File: config.mk
export PLATFORM = sky130hd
export DESIGN_NAME = uart_tx_frame_sched_flat
export DESIGN_NICKNAME = d
export VERILOG_FILES = /design/src/rtl/uart_frame_pkg.sv /design/src/rtl/uart_tx_frame_sched_if.sv /design/src/rtl/uart_rr_arb2.sv /design/src/rtl/uart_tx_frame_sched.sv /design/src/flat_wrapper.sv
export SDC_FILE = /design/constraint.sdc
export NUM_CORES = 1
export LEC_CHECK = 0
export CORE_MARGIN = 2
export CORE_UTILIZATION = 45
export DETAILED_ROUTE_END_ITERATION = 10
export MAX_ROUTING_LAYER = met4
export PLACE_DENSITY = 0.8
export SLEW_MARGIN = 5
export SYNTH_ARGS = -nofsm -noshare
export SYNTH_HDL_FRONTEND = slang
export SYNTH_HIERARCHICAL = 1
export SYNTH_SLANG_ARGS = --single-unit
File: constraint.sdc
create_clock -name i_clk_sys -period 3.2 [get_ports i_clk_sys]
set_input_delay 0.64 -clock i_clk_sys [delete_from_list [all_inputs] [get_ports i_clk_sys]]
set_output_delay 0.64 -clock i_clk_sys [all_outputs]
set_load 0.03 [all_outputs]
File: src/rtl/uart_frame_pkg.sv
// Shared types and constants for the UART frame scheduler: FSM states,
// frame marker/type bytes, host command codes and payload lengths.
package uart_frame_pkg;

    typedef enum logic [2:0] {
        IDLE,
        HDR,
        TYPE,
        PAYLOAD,
        CSUM
    } state_t;

    localparam logic [7:0] HDR_BYTE = 8'hA5;
    localparam logic [7:0] TYPE_HT  = 8'h01;
    localparam logic [7:0] TYPE_DBG = 8'h02;

    localparam logic [7:0] CMD_EN   = 8'h01;
    localparam logic [7:0] CMD_DIS  = 8'h00;

    // payload bytes per frame; a frame adds header, type and checksum
    localparam logic [2:0] LEN_HT   = 3'd6;
    localparam logic [2:0] LEN_DBG  = 3'd3;

endpackage

File: src/rtl/uart_tx_frame_sched_if.sv
// Word producers, host RX strobe, byte transmitter and status, bundled as one port.
// master = environment side (producers/host/transmitter), slave = scheduler side.
interface uart_tx_frame_sched_if;

    logic [47:0] i_ht_data;
    logic        i_ht_valid;
    logic        o_ht_ready;
    logic [23:0] i_dbg_data;
    logic        i_dbg_valid;
    logic        o_dbg_ready;
    logic [7:0]  i_rx_data;
    logic        i_rx_done;
    logic [7:0]  o_tx_data;
    logic        o_tx_valid;
    logic        i_tx_ready;
    logic        o_stream_en;
    logic [15:0] o_frame_cnt;
    logic        o_busy;

    modport master (
        output i_ht_data, i_ht_valid, i_dbg_data, i_dbg_valid,
               i_rx_data, i_rx_done, i_tx_ready,
        input  o_ht_ready, o_dbg_ready, o_tx_data, o_tx_valid,
               o_stream_en, o_frame_cnt, o_busy
    );

    modport slave (
        input  i_ht_data, i_ht_valid, i_dbg_data, i_dbg_valid,
               i_rx_data, i_rx_done, i_tx_ready,
        output o_ht_ready, o_dbg_ready, o_tx_data, o_tx_valid,
               o_stream_en, o_frame_cnt, o_busy
    );

endinterface

File: src/rtl/uart_rr_arb2.sv
// Two-requester round-robin arbiter; the last-granted side only moves on an
// accepted word, so a stalled grant does not flip priority.
module uart_rr_arb2 (
    input  logic i_clk_sys,
    input  logic i_rst,
    input  logic req_ht,
    input  logic req_dbg,
    input  logic accept,
    output logic grant_ht,
    output logic grant_dbg
);

    logic last_grant_dbg;

    always_comb begin
        grant_ht  = req_ht  & (~req_dbg | last_grant_dbg);
        grant_dbg = req_dbg & (~req_ht  | ~last_grant_dbg);
    end

    // reset to DBG so the hidden-state stream wins the first tie
    always_ff @(posedge i_clk_sys or posedge i_rst) begin
        if (i_rst)       last_grant_dbg <= 1'b1;
        else if (accept) last_grant_dbg <= grant_dbg;
    end

endmodule

File: src/rtl/uart_tx_frame_sched.sv
// Frame scheduler: arbitrates HT/DBG words, emits A5/type/payload/checksum
// bytes to the UART transmitter, paced by i_tx_ready with a post-issue holdoff.
module uart_tx_frame_sched
    import uart_frame_pkg::*;
#(
    parameter int HOLDOFF = 2
) (
    input  logic                  i_clk_sys,
    input  logic                  i_rst,
    uart_tx_frame_sched_if.slave  bus
);

    localparam logic [3:0] HOLD_LD = 4'(HOLDOFF);

    state_t      state, state_nxt;
    logic        stream_en;
    logic [47:0] shift_q;
    logic [7:0]  type_q;
    logic [7:0]  csum_q;
    logic [7:0]  tx_data_q;
    logic [7:0]  cur_byte;
    logic [2:0]  cnt_q;
    logic [3:0]  hold_q;
    logic [15:0] frame_cnt;
    logic        grant_ht, grant_dbg;
    logic        accept, issue;

    uart_rr_arb2 u_arb (
        .i_clk_sys (i_clk_sys),
        .i_rst     (i_rst),
        .req_ht    (bus.i_ht_valid),
        .req_dbg   (bus.i_dbg_valid),
        .accept    (accept),
        .grant_ht  (grant_ht),
        .grant_dbg (grant_dbg)
    );

    assign bus.o_ht_ready  = (state == IDLE) & stream_en & grant_ht;
    assign bus.o_dbg_ready = (state == IDLE) & stream_en & grant_dbg;
    assign accept = (bus.o_ht_ready & bus.i_ht_valid) | (bus.o_dbg_ready & bus.i_dbg_valid);
    assign issue  = (state != IDLE) & bus.i_tx_ready & (hold_q == 4'd0);

    always_ff @(posedge i_clk_sys or posedge i_rst) begin
        if (i_rst) state <= IDLE;
        else       state <= state_nxt;
    end

    always_comb begin
        state_nxt = state;
        case (state)
            IDLE:    if (accept)                    state_nxt = HDR;
            HDR:     if (issue)                     state_nxt = TYPE;
            TYPE:    if (issue)                     state_nxt = PAYLOAD;
            PAYLOAD: if (issue && cnt_q == 3'd1)    state_nxt = CSUM;
            CSUM:    if (issue)                     state_nxt = IDLE;
            default:                                state_nxt = IDLE;
        endcase
    end

    always_comb begin
        case (state)
            HDR:     cur_byte = HDR_BYTE;
            TYPE:    cur_byte = type_q;
            PAYLOAD: cur_byte = shift_q[47:40];
            CSUM:    cur_byte = csum_q;
            default: cur_byte = tx_data_q;
        endcase
        bus.o_tx_valid = issue;
        bus.o_tx_data  = issue ? cur_byte : tx_data_q;
        bus.o_busy     = (state != IDLE);
    end

    // datapath: word latch on accept, shift/checksum/count on payload issues
    always_ff @(posedge i_clk_sys or posedge i_rst) begin
        if (i_rst) begin
            shift_q   <= '0;
            type_q    <= '0;
            csum_q    <= '0;
            cnt_q     <= '0;
            tx_data_q <= '0;
            hold_q    <= '0;
        end else begin
            if (accept) begin
                shift_q <= grant_ht ? bus.i_ht_data : {bus.i_dbg_data, 24'h0};
                type_q  <= grant_ht ? TYPE_HT : TYPE_DBG;
                csum_q  <= grant_ht ? TYPE_HT : TYPE_DBG;
                cnt_q   <= grant_ht ? LEN_HT  : LEN_DBG;
            end else if (issue && state == PAYLOAD) begin
                shift_q <= {shift_q[39:0], 8'h00};
                csum_q  <= csum_q ^ shift_q[47:40];
                cnt_q   <= cnt_q - 3'd1;
            end
            if (issue)               tx_data_q <= cur_byte;
            if (issue)               hold_q    <= HOLD_LD;
            else if (hold_q != 4'd0) hold_q    <= hold_q - 4'd1;
        end
    end

    always_ff @(posedge i_clk_sys or posedge i_rst) begin
        if (i_rst) begin
            stream_en <= 1'b0;
        end else if (bus.i_rx_done) begin
            if (bus.i_rx_data == CMD_EN)       stream_en <= 1'b1;
            else if (bus.i_rx_data == CMD_DIS) stream_en <= 1'b0;
        end
    end

    always_ff @(posedge i_clk_sys or posedge i_rst) begin
        if (i_rst)                      frame_cnt <= '0;
        else if (issue && state == CSUM) frame_cnt <= frame_cnt + 16'd1;
    end

    assign bus.o_stream_en = stream_en;
    assign bus.o_frame_cnt = frame_cnt;

endmodule
File: src/flat_wrapper.sv
// flat-port wrapper written by rule: the top's interface ports become plain ports
module uart_tx_frame_sched_flat import uart_frame_pkg::*;
#(
    parameter int HOLDOFF = 2
)
  (i_clk_sys, i_rst, bus_i_ht_data, bus_i_ht_valid, bus_i_dbg_data, bus_i_dbg_valid, bus_i_rx_data, bus_i_rx_done, bus_i_tx_ready, bus_o_ht_ready, bus_o_dbg_ready, bus_o_tx_data, bus_o_tx_valid, bus_o_stream_en, bus_o_frame_cnt, bus_o_busy);
  uart_tx_frame_sched_if bus_i ();
  input  logic i_clk_sys;
  input  logic i_rst;
  input wire logic [$bits(bus_i.i_ht_data)-1:0] bus_i_ht_data;
  input wire logic [$bits(bus_i.i_ht_valid)-1:0] bus_i_ht_valid;
  input wire logic [$bits(bus_i.i_dbg_data)-1:0] bus_i_dbg_data;
  input wire logic [$bits(bus_i.i_dbg_valid)-1:0] bus_i_dbg_valid;
  input wire logic [$bits(bus_i.i_rx_data)-1:0] bus_i_rx_data;
  input wire logic [$bits(bus_i.i_rx_done)-1:0] bus_i_rx_done;
  input wire logic [$bits(bus_i.i_tx_ready)-1:0] bus_i_tx_ready;
  output wire logic [$bits(bus_i.o_ht_ready)-1:0] bus_o_ht_ready;
  output wire logic [$bits(bus_i.o_dbg_ready)-1:0] bus_o_dbg_ready;
  output wire logic [$bits(bus_i.o_tx_data)-1:0] bus_o_tx_data;
  output wire logic [$bits(bus_i.o_tx_valid)-1:0] bus_o_tx_valid;
  output wire logic [$bits(bus_i.o_stream_en)-1:0] bus_o_stream_en;
  output wire logic [$bits(bus_i.o_frame_cnt)-1:0] bus_o_frame_cnt;
  output wire logic [$bits(bus_i.o_busy)-1:0] bus_o_busy;
  assign bus_i.i_ht_data = bus_i_ht_data;
  assign bus_i.i_ht_valid = bus_i_ht_valid;
  assign bus_i.i_dbg_data = bus_i_dbg_data;
  assign bus_i.i_dbg_valid = bus_i_dbg_valid;
  assign bus_i.i_rx_data = bus_i_rx_data;
  assign bus_i.i_rx_done = bus_i_rx_done;
  assign bus_i.i_tx_ready = bus_i_tx_ready;
  assign bus_o_ht_ready = bus_i.o_ht_ready;
  assign bus_o_dbg_ready = bus_i.o_dbg_ready;
  assign bus_o_tx_data = bus_i.o_tx_data;
  assign bus_o_tx_valid = bus_i.o_tx_valid;
  assign bus_o_stream_en = bus_i.o_stream_en;
  assign bus_o_frame_cnt = bus_i.o_frame_cnt;
  assign bus_o_busy = bus_i.o_busy;
  uart_tx_frame_sched #(.HOLDOFF(HOLDOFF)) u_core (.i_clk_sys(i_clk_sys), .i_rst(i_rst), .bus(bus_i));
endmodule
## Word level (Yosys, flattened, before mapping)

Index checks and enable logic that the tools add are counted.

- Bits in read-only memories: 0
- Latch bits: 0
- Bits in writable memories: 0
- Bits of input ports: 86
- Register bits: 100
- Memories kept: 0
- Logic and storage cells: 74

- Eq/ne operators: 11
- Mux-type cells: 21
- $lt $le $gt $ge: 0
- $mul: 0
- Bitwise gates (word level): 16
- Reduce and logical (&&, ||, !) cells: 13
- Add/subtract/negate cells: 3
- Shift-type cells: 0
- Divide/modulo/power cells: 0

Operators with widths:

| kind | number |
|---|---|
| two-way mux 48 bit | 3 |
| one-hot mux 8 bit (4 select lines) | 1 |
| two-way mux 3 bit | 8 |
| two-way mux 8 bit | 3 |
| adder 16 x 1 -> 16 bit, second input constant | 1 |
| one-hot mux 3 bit (5 select lines) | 1 |
| != test 2 x 1 -> 1 bit, second input constant | 5 |
| bitwise AND 1 bit | 9 |
| equality test 8 x 1 -> 1 bit, second input constant | 1 |
| zero test 8 bit | 1 |
| two-way mux 4 bit | 2 |
| XOR 8 bit | 1 |
| equality test 3 x 1 -> 1 bit, second input constant | 2 |
| equality test 3 x 2 -> 1 bit, second input constant | 2 |
| nonzero test 2 bit | 3 |
| AND reduction 5 bit | 1 |
| zero test 4 bit | 1 |
| nonzero test 4 bit | 1 |
| subtractor 4 x 1 -> 4 bit, second input constant | 1 |
| equality test 3 bit, second input constant | 1 |
| logical AND 1 bit | 3 |
| zero test 3 bit | 1 |
| inverter 1 bit | 3 |
| bitwise OR 1 bit | 3 |
| 5 further kinds | 6 |

## Logic depth before layout (Yosys ltp)

Gate-level depths: netlist (run 1).

- Depth after elaboration: 8
- Mapped depth: 9

## By module

Netlist (run 1), hierarchy kept.

By module, submodules not included:

| module | times used | cells an instance | area an instance (um^2) |
|---|---|---|---|
| uart_tx_frame_sched | 1 | 493 | 4,621.9 |
| uart_rr_arb2 | 1 | 6 | 67.6 |

## Worst setup path after synthesis (run 1)

OpenSTA, ideal clock, no wires.

- Path kind: input to output
- Start: in bus_i_tx_ready
- End: out bus_o_tx_data[4]
- Path buffers: 3
- Data arrival time: 2.211 ns
- Stages on the path: 7
- Setup slack: 0.349 ns
- Data required time: 2.560 ns
- Path through: nor4bb_1 > buf_2 > and3_1 > clkbuf_1 > buf_2 > nor2_1 > a21oi_1

- Cells in the longest elaborated chain, start to end: 3

Ends and longest elaborated chain:

| element | RTL line | RTL |
|---|---|---|
| start: declaration | flat_wrapper.sv:16 | `input wire logic [$bits(bus_i.i_tx_ready)-1:0] bus_i_tx_ready;` |
| bitwise AND 1 bit (2 in series) | uart_tx_frame_sched.sv:41 | `assign issue = (state != IDLE) & bus.i_tx_ready & (hold_q == 4'd0);` |
| two-way mux 8 bit | -- |  |
| end: declaration | flat_wrapper.sv:19 | `output wire logic [$bits(bus_i.o_tx_data)-1:0] bus_o_tx_data;` |

No other way between the ends.

## Final worst setup path (run 1)

- Start: in bus_i_tx_ready
- End: out bus_o_tx_data[7]

Same word-level chain as after synthesis.

==> results_dict.tcl, run 1 <==
set metrics [dict create \
    status "finished, final reports clean" \
    slew_violations 0 \
    wirelength_um 11400 \
    postSynthAreaPerCell_um2 9.40 \
    seqPwrFrac_pct 43.8 \
    synth_top_area_cell "dfrtp_1" \
    grt_pass1_vias 4047 \
    swShare_pct 36.2 \
    critPathTopFamily "buffers and inverters" \
    grt_pass1_wl_um 19100 \
    r2r_start "u_core/state[0]" \
    dpl.hpwl_um 8220 \
    firstDrtPassIters 6 \
    routed-via-count 4119 \
    setup_violations 0 \
    fin_cells 750 \
    rsz0062_at_grt "no" \
    regArea_mm2 0.00235 \
    final_area_mm2 0.00623 \
    finClkSkew_ps 11.2 \
    fin_util_pct 60.9 \
    vdd_drop_max_mv 0.420 \
    gr-total-overflow 0 \
    yosysSeqAreaShare_pct 50.2 \
    synth-edff-count 0 \
    cp_slowest_stage_delay_ps 500 \
    drtAntennaViolNets 0 \
    yosysWarnings 6 \
    met2_length_um 5750 \
    start_util_pct 45.8 \
    drc 0 \
    reg2reg_depth 5 \
    finalSetupTns_ps 0 \
    cp_cell_sequence "clkdlybuf4s50_1 -> nor4bb_4 -> and3_1 -> buf_4 -> nor2_1 -> a31oi_1 -> buf_4" \
    p_leak_nw 2.71 \
    final.min_clock_period_ps 2930 \
    place_ws_ps 247 \
    path_class "in2out" \
    synth_top_cell_area_share_pct 49.6 \
    die_area_mm2 0.0113 \
    synth_cell_types 51 \
    synthCells 499 \
    antennaDiodeCount 0 \
    crit_end "bus_o_tx_data[7]" \
    critPathBufInv 3 \
    synth_fp_nets 589 \
    async_reset_ff_share_pct 100 \
    cp.required_ps 2560 \
    powerDensity_mw_per_mm2 660 \
    hold_buffers 0 \
    ctsLongestPathBuffers 2 \
    hold_path_class "reg2reg" \
    post_dp_cell_area_mm2 0.00602 \
    r2r_end "u_core/shift_q[35]" \
    max_freq_mhz 341 \
    synthToLayoutAreaGrowth_pct 33.0 \
    wl_met3_um 562 \
    portBuffers 114 \
    slew_headroom_pct 38.0 \
    clockPowerShare_pct 20.1 \
    cap_viol_max_count 0 \
    p_int_mw 2.62 \
    power.net_switching_mw 1.49 \
    tightest_slew_ps 928 \
    combPwrFrac_pct 36.1 \
    vias_per_cell 5.49 \
    synth_commonest_cells "dfrtp_1 (93), nand2_1 (61), nor2_1 (61), nand3_1 (40), a31oi_1 (32)" \
    chipHeight_um 106 \
    coreArea_mm2 0.0102 \
    final.fill_count 859 \
    cts_num_sinks 94 \
    drt_iter0_drc 270 \
    io_pins 115 \
    critPathCaptureType "output pin" \
    ys_ff_latch 94 \
    worst_ep_arrival_time_ps 2290 \
    cts_setup_buffers 0 \
    synth_flop_cell "dfrtp_1" \
    antenna_found_initial 0 \
    cts_tree "yes" \
    yosysMostFrequentCell "dfrtp_1" \
    drive_above_1_share_pct 10.3 \
    root_buffer "clkbuf_8" \
    die_x_um 106 \
    hold_viol_final 0 \
    htree_num_levels 3 \
    fin_nets 699 \
    clk_pin_slew_worst_paths_ps 90 \
    critPathLaunchType "primary input" \
    multiInputGateArea_mm2 0.00216 \
    whs_ps 478 \
    cp_slowest_cell "clkdlybuf4s50_1" \
    r2r_slack_ps 880 \
    wire_per_inst_um 15.2 \
    fin_crit_sh_pct 91.7 \
    layout_setup_ws_ps 266 \
    crit_start "bus_i_tx_ready" \
    clk_latency_ps 360 \
    cp.depth 7 \
    synth_area_leaders "dfrtp_1 (50%), nand2_1 (4.9%), nor2_1 (4.9%)" \
    cp_common_cell "buf_4" \
    finalPower_mw 4.11 \
    num_rows 37 \
    grt_max_degree 50 \
    dp.cells 734 \
    synth_area_mm2 0.00469 \
    drt-met1-wl_um 4910 \
    worstPathMaxFanout 15 \
    grt_usage_pct 21.6 \
    cts_resized 0 \
    top_layer "met4" \
    routabilityCongestion 0.847 \
    cts_buffers 9 \
]
==> flip-flops by register name, indices dropped and copies added, names as in the netlist <==
name,count
u_core/bus.o_frame_cnt,16
u_core/bus.o_stream_en,1
u_core/cnt_q,3
u_core/csum_q,8
u_core/hold_q,4
u_core/shift_q,48
u_core/state,3
u_core/tx_data_q,8
u_core/type_q,2
u_core/u_arb/last_grant_dbg,1
==> power by group through the flow <==
stage | Combinational [mW] | Sequential (mW) | Clock [mW]
finish | 1.48 | 1.80 | 0.827
global route | 1.66 | 1.85 | 0.906
CTS | 1.49 | 1.80 | 0.854
detailed placement | 1.48 | 1.82 | 0
global placement | 1.43 | 1.80 | 0
floorplan | 1.01 | 1.76 | 0
==> per-layer routing <==
| layer | vias up | track usage (%) |
|---|---|---|
| met4 | 0 | 6.48 |
| li1 | 1979 | - |
| met3 | 17 | 2.94 |
| met5 | - | - |
| met2 | 152 | 36.1 |
| met1 | 1971 | 27.6 |
==> placed cells by master (no fill, tap or decap), types with 5 or more instances in the layout <==
master	count
nand4_1	6
o21ai_0	5
nand3_1	39
a211oi_1	13
dfrtp_1	93
nor2_1	61
a22o_1	9
o31ai_1	12
clkbuf_8	10
clkdlybuf4s50_1	104
a31oi_1	32
xor2_1	20
a21oi_1	21
nor2b_1	13
xnor2_1	5
buf_4	29
nor3_1	8
inv_1	10
nand2_1	61
==> worst min path at each step <==
| stage | from | to | slack [ps] | cells past startpoint |
|---|---|---|---|---|
| global placement | u_core/bus.o_frame_cnt[15] | u_core/bus.o_frame_cnt[15] | 460 | 1 |
| floorplan | u_core/shift_q[27] | u_core/shift_q[27] | 450 | 2 |
| CTS | u_core/bus.o_frame_cnt[15] | u_core/bus.o_frame_cnt[15] | 480 | 1 |
| detailed placement | u_core/bus.o_frame_cnt[15] | u_core/bus.o_frame_cnt[15] | 460 | 1 |
| finish | u_core/bus.o_frame_cnt[15] | u_core/bus.o_frame_cnt[15] | 480 | 1 |
| global route | u_core/bus.o_frame_cnt[15] | u_core/bus.o_frame_cnt[15] | 490 | 1 |
==> worst register-to-register path: stages (launching register included) <==
cell and delay (ps):
dfrtp_1 390, buf_4 180, or4b_4 610, o2bb2ai_4 770, nor2_1 110, a31oi_1 180
==> layout make-up <==
cell class / count / share of cell area (%)
Timing Repair Buffer: 135 / 20.8
Sequential cell: 94 / 37.7
Clock buffer: 10 / 2.21
Inverter: 11 / 0.702
Multi-Input combinational cell: 358 / 34.6
Clock inverter: 6 / 1.20
Tap cell: 136 / 2.73
==> cells by family after synthesis <==
group	Yosys count	synth area share, %
AO/OA/AOI/OAI	109	16.2
XOR/XNOR	25	4.67
multiplexers	5	1.23
adder cells (fa/ha/maj)	4	1.07
buffers and inverters	47	4.75
flip-flops	94	50.2
AND/OR/NAND/NOR	215	21.9
Note: power is estimated with default switching activity, not from simulation.
==> run 2: changes to the inputs <==
SYNTH_HIERARCHICAL = not set   (was 1)
==> results_dict.tcl, run 2 <==
set metrics [dict create \
    portBuffers 114 \
    start_util_pct 46.4 \
    clk_latency_ps 360 \
    slew_violations 0 \
    status "finished, final reports clean" \
    synth_commonest_cells "dfrtp_1 (93), nand2_1 (40), nor2_1 (36), o21ai_0 (30), a32oi_1 (19)" \
    largest_reg_flops 48 \
    finClkSkew_ps 14.9 \
    synth_fp_nets 518 \
    finalPower_mw 4.12 \
    setup_violations 0 \
    synth_cell_types 55 \
    drt-met1-wl_um 4980 \
    critPathLaunchType "flip-flop" \
    root_buffer "clkbuf_8" \
    firstDrtPassIters 5 \
    synth_top_area_cell "dfrtp_1" \
    final.min_clock_period_ps 2940 \
    max_freq_mhz 341 \
    slew_headroom_pct 57.2 \
    wire_per_inst_um 16.6 \
    routed-via-count 3755 \
    routabilityCongestion 0.829 \
    synthToLayoutAreaGrowth_pct 31.2 \
    vdd_drop_max_mv 0.301 \
    cp.required_ps 2560 \
    synth_top_cell_area_share_pct 51.3 \
    fin_util_pct 60.9 \
    met2_length_um 5390 \
    synth_flop_cell "dfrtp_1" \
    powerDensity_mw_per_mm2 692 \
    path_class "reg2out" \
    drtAntennaViolNets 0 \
    synth-edff-count 0 \
    drive_above_1_share_pct 9.89 \
    grt_max_degree 55 \
    synth_area_leaders "dfrtp_1 (51%), a221o_1 (4.0%), a32oi_1 (3.7%)" \
    rsz0062_at_grt "no" \
    wirelength_um 11100 \
    wl_met3_um 592 \
    grt_pass1_wl_um 18400 \
    fin_crit_sh_pct 91.8 \
    hold_path_class "reg2reg" \
    vias_per_cell 5.61 \
    finalSetupTns_ps 0 \
    cts_num_sinks 94 \
    hold_viol_final 0 \
    layout_commonest_cell "clkdlybuf4s50_1" \
    chipHeight_um 104 \
    async_reset_ff_share_pct 100 \
    clk_pin_slew_worst_paths_ps 80 \
    cts_tree "yes" \
    p_leak_nw 2.54 \
    htree_num_levels 3 \
    antenna_found_initial 0 \
    grt_pass1_vias 3724 \
    yosysWarnings 0 \
    antennaDiodeCount 0 \
    fin_nets 621 \
    num_rows 36 \
    cap_viol_max_count 0 \
    yosysMostFrequentCell "dfrtp_1" \
    largest_register "u_core.shift_q" \
    die_x_um 104 \
    io_pins 115 \
    drt_iter0_drc 236 \
    synth_area_mm2 0.00454 \
    coreArea_mm2 0.00977 \
    cts_buffers 9 \
    worst_ep_arrival_time_ps 2300 \
    mostFrequentLayoutCells "clkdlybuf4s50_1 (103), dfrtp_1 (93), nand2_1 (40)" \
    whs_ps 474 \
    gr-total-overflow 0 \
    critPathCaptureType "output pin" \
    top_layer "met4" \
    dpl.hpwl_um 8040 \
    worstPathMaxFanout 17 \
    ctsLongestPathBuffers 2 \
    tightest_slew_ps 641 \
    ys_ff_latch 94 \
    postSynthAreaPerCell_um2 10.6 \
    final.fill_count 807 \
    die_area_mm2 0.0109 \
    yosysSeqAreaShare_pct 51.9 \
    drc 0 \
    grt_usage_pct 21.3 \
    synthCells 428 \
]
## run 2: cell count changes in the layout (fill, tap and decap cells not counted), sizes merged, moves of 10 or more
| cell | previous run | this run |
|---|---|---|
| a2bb2oi | 1 | 16 |
| nor2 | 61 | 38 |
| a32oi | 0 | 19 |
| buf | 31 | 21 |
| o31ai | 12 | 0 |
| a221o | 0 | 18 |
| a31oi | 32 | 0 |
| o21ai | 5 | 31 |
| nor2b | 13 | 1 |
| nand3 | 40 | 14 |
| a211oi | 13 | 1 |
| a21oi | 23 | 9 |
| nand2 | 61 | 40 |
## run 2: final timing paths
path                                                 start  slack, ps  cells after the start                          end
worst max-delay path                       u_core.state[1]        260                      4             bus_o_tx_data[4]
worst min-delay path            u_core.bus.o_frame_cnt[15]        470                      1   u_core.bus.o_frame_cnt[15]
worst max register to register             u_core.state[1]        910                      5           u_core.shift_q[38]
worst min register to register  u_core.bus.o_frame_cnt[15]        470                      1   u_core.bus.o_frame_cnt[15]
max in group asynchronous                            i_rst       1840                      3  u_core.u_arb.last_grant_dbg
min in group asynchronous                            i_rst        670                      2           u_core.shift_q[22]
## run 2: kinds of logic (layout without fill, tap and decap cells)
| family | Yosys count | count (layout) | share of synthesized area [%] |
|---|---|---|---|
| AO/OA/AOI/OAI | 128 | 128 | 21.6 |
| AND/OR/NAND/NOR | 128 | 128 | 14.8 |
| flip-flops | 94 | 94 | 51.9 |
| buffers and inverters | 45 | 153 | 4.80 |
| XOR/XNOR | 25 | 25 | 4.83 |
| adder cells (fa/ha/maj) | 4 | 4 | 1.10 |
| multiplexers | 4 | 4 | 0.938 |
## run 2: per-stage QoR
| step | setup slack, ps | instance area, um^2 | std cells |
|---|---|---|---|
| CTS | 156 | 5950 | 669 |
| global route | 54.9 | 5950 | 669 |
| global placement | 289 | 5760 | 653 |
| floorplan | 113 | 4540 | 428 |
| detailed placement | 157 | 5760 | 653 |
| finish | 264 | 5950 | 669 |
## run 2: cell type report
class	instances	area [um^2]	share of cell area [%]
clock inverters	6	45.0	0.757
repair buffers	124	1230	20.6
flip-flops and latches	94	2350	39.6
multi-input cells	289	1970	33.1
inverters	13	51.3	0.862
clock buffers	10	138	2.31
well taps	133	166	2.80
## run 2: worst max-delay path, stage by stage (launching register included)
cell	delay, ps
dfrtp_1	680
and3b_1	610
a22oi_1	170
o21ai_0	260
buf_4	210
## run 2: layer usage
| layer | track usage (%) | vias to the layer above |
|---|---|---|
| met1 | 28.0 | 1835 |
| met3 | 4.20 | 16 |
| met4 | 6.37 | 0 |
| met2 | 33.4 | 113 |
| met5 | - | - |
| li1 | - | 1791 |
## run 2: where the power goes
| group | switching [mW] | total, mW | internal, mW |
|---|---|---|---|
| clock network | 0.422 | 0.728 | 0.306 |
| logic | 0.688 | 1.39 | 0.703 |
| registers | 0.361 | 2.00 | 1.64 |
## run 2: what timing repair did
item                                   4_1_cts  5_1_grt
endpoints found under the hold margin        0        0
buffers inserted                             0        0
resized for setup                            0        2
hold buffers                                 0        0
setup endpoints to repair                    0        2
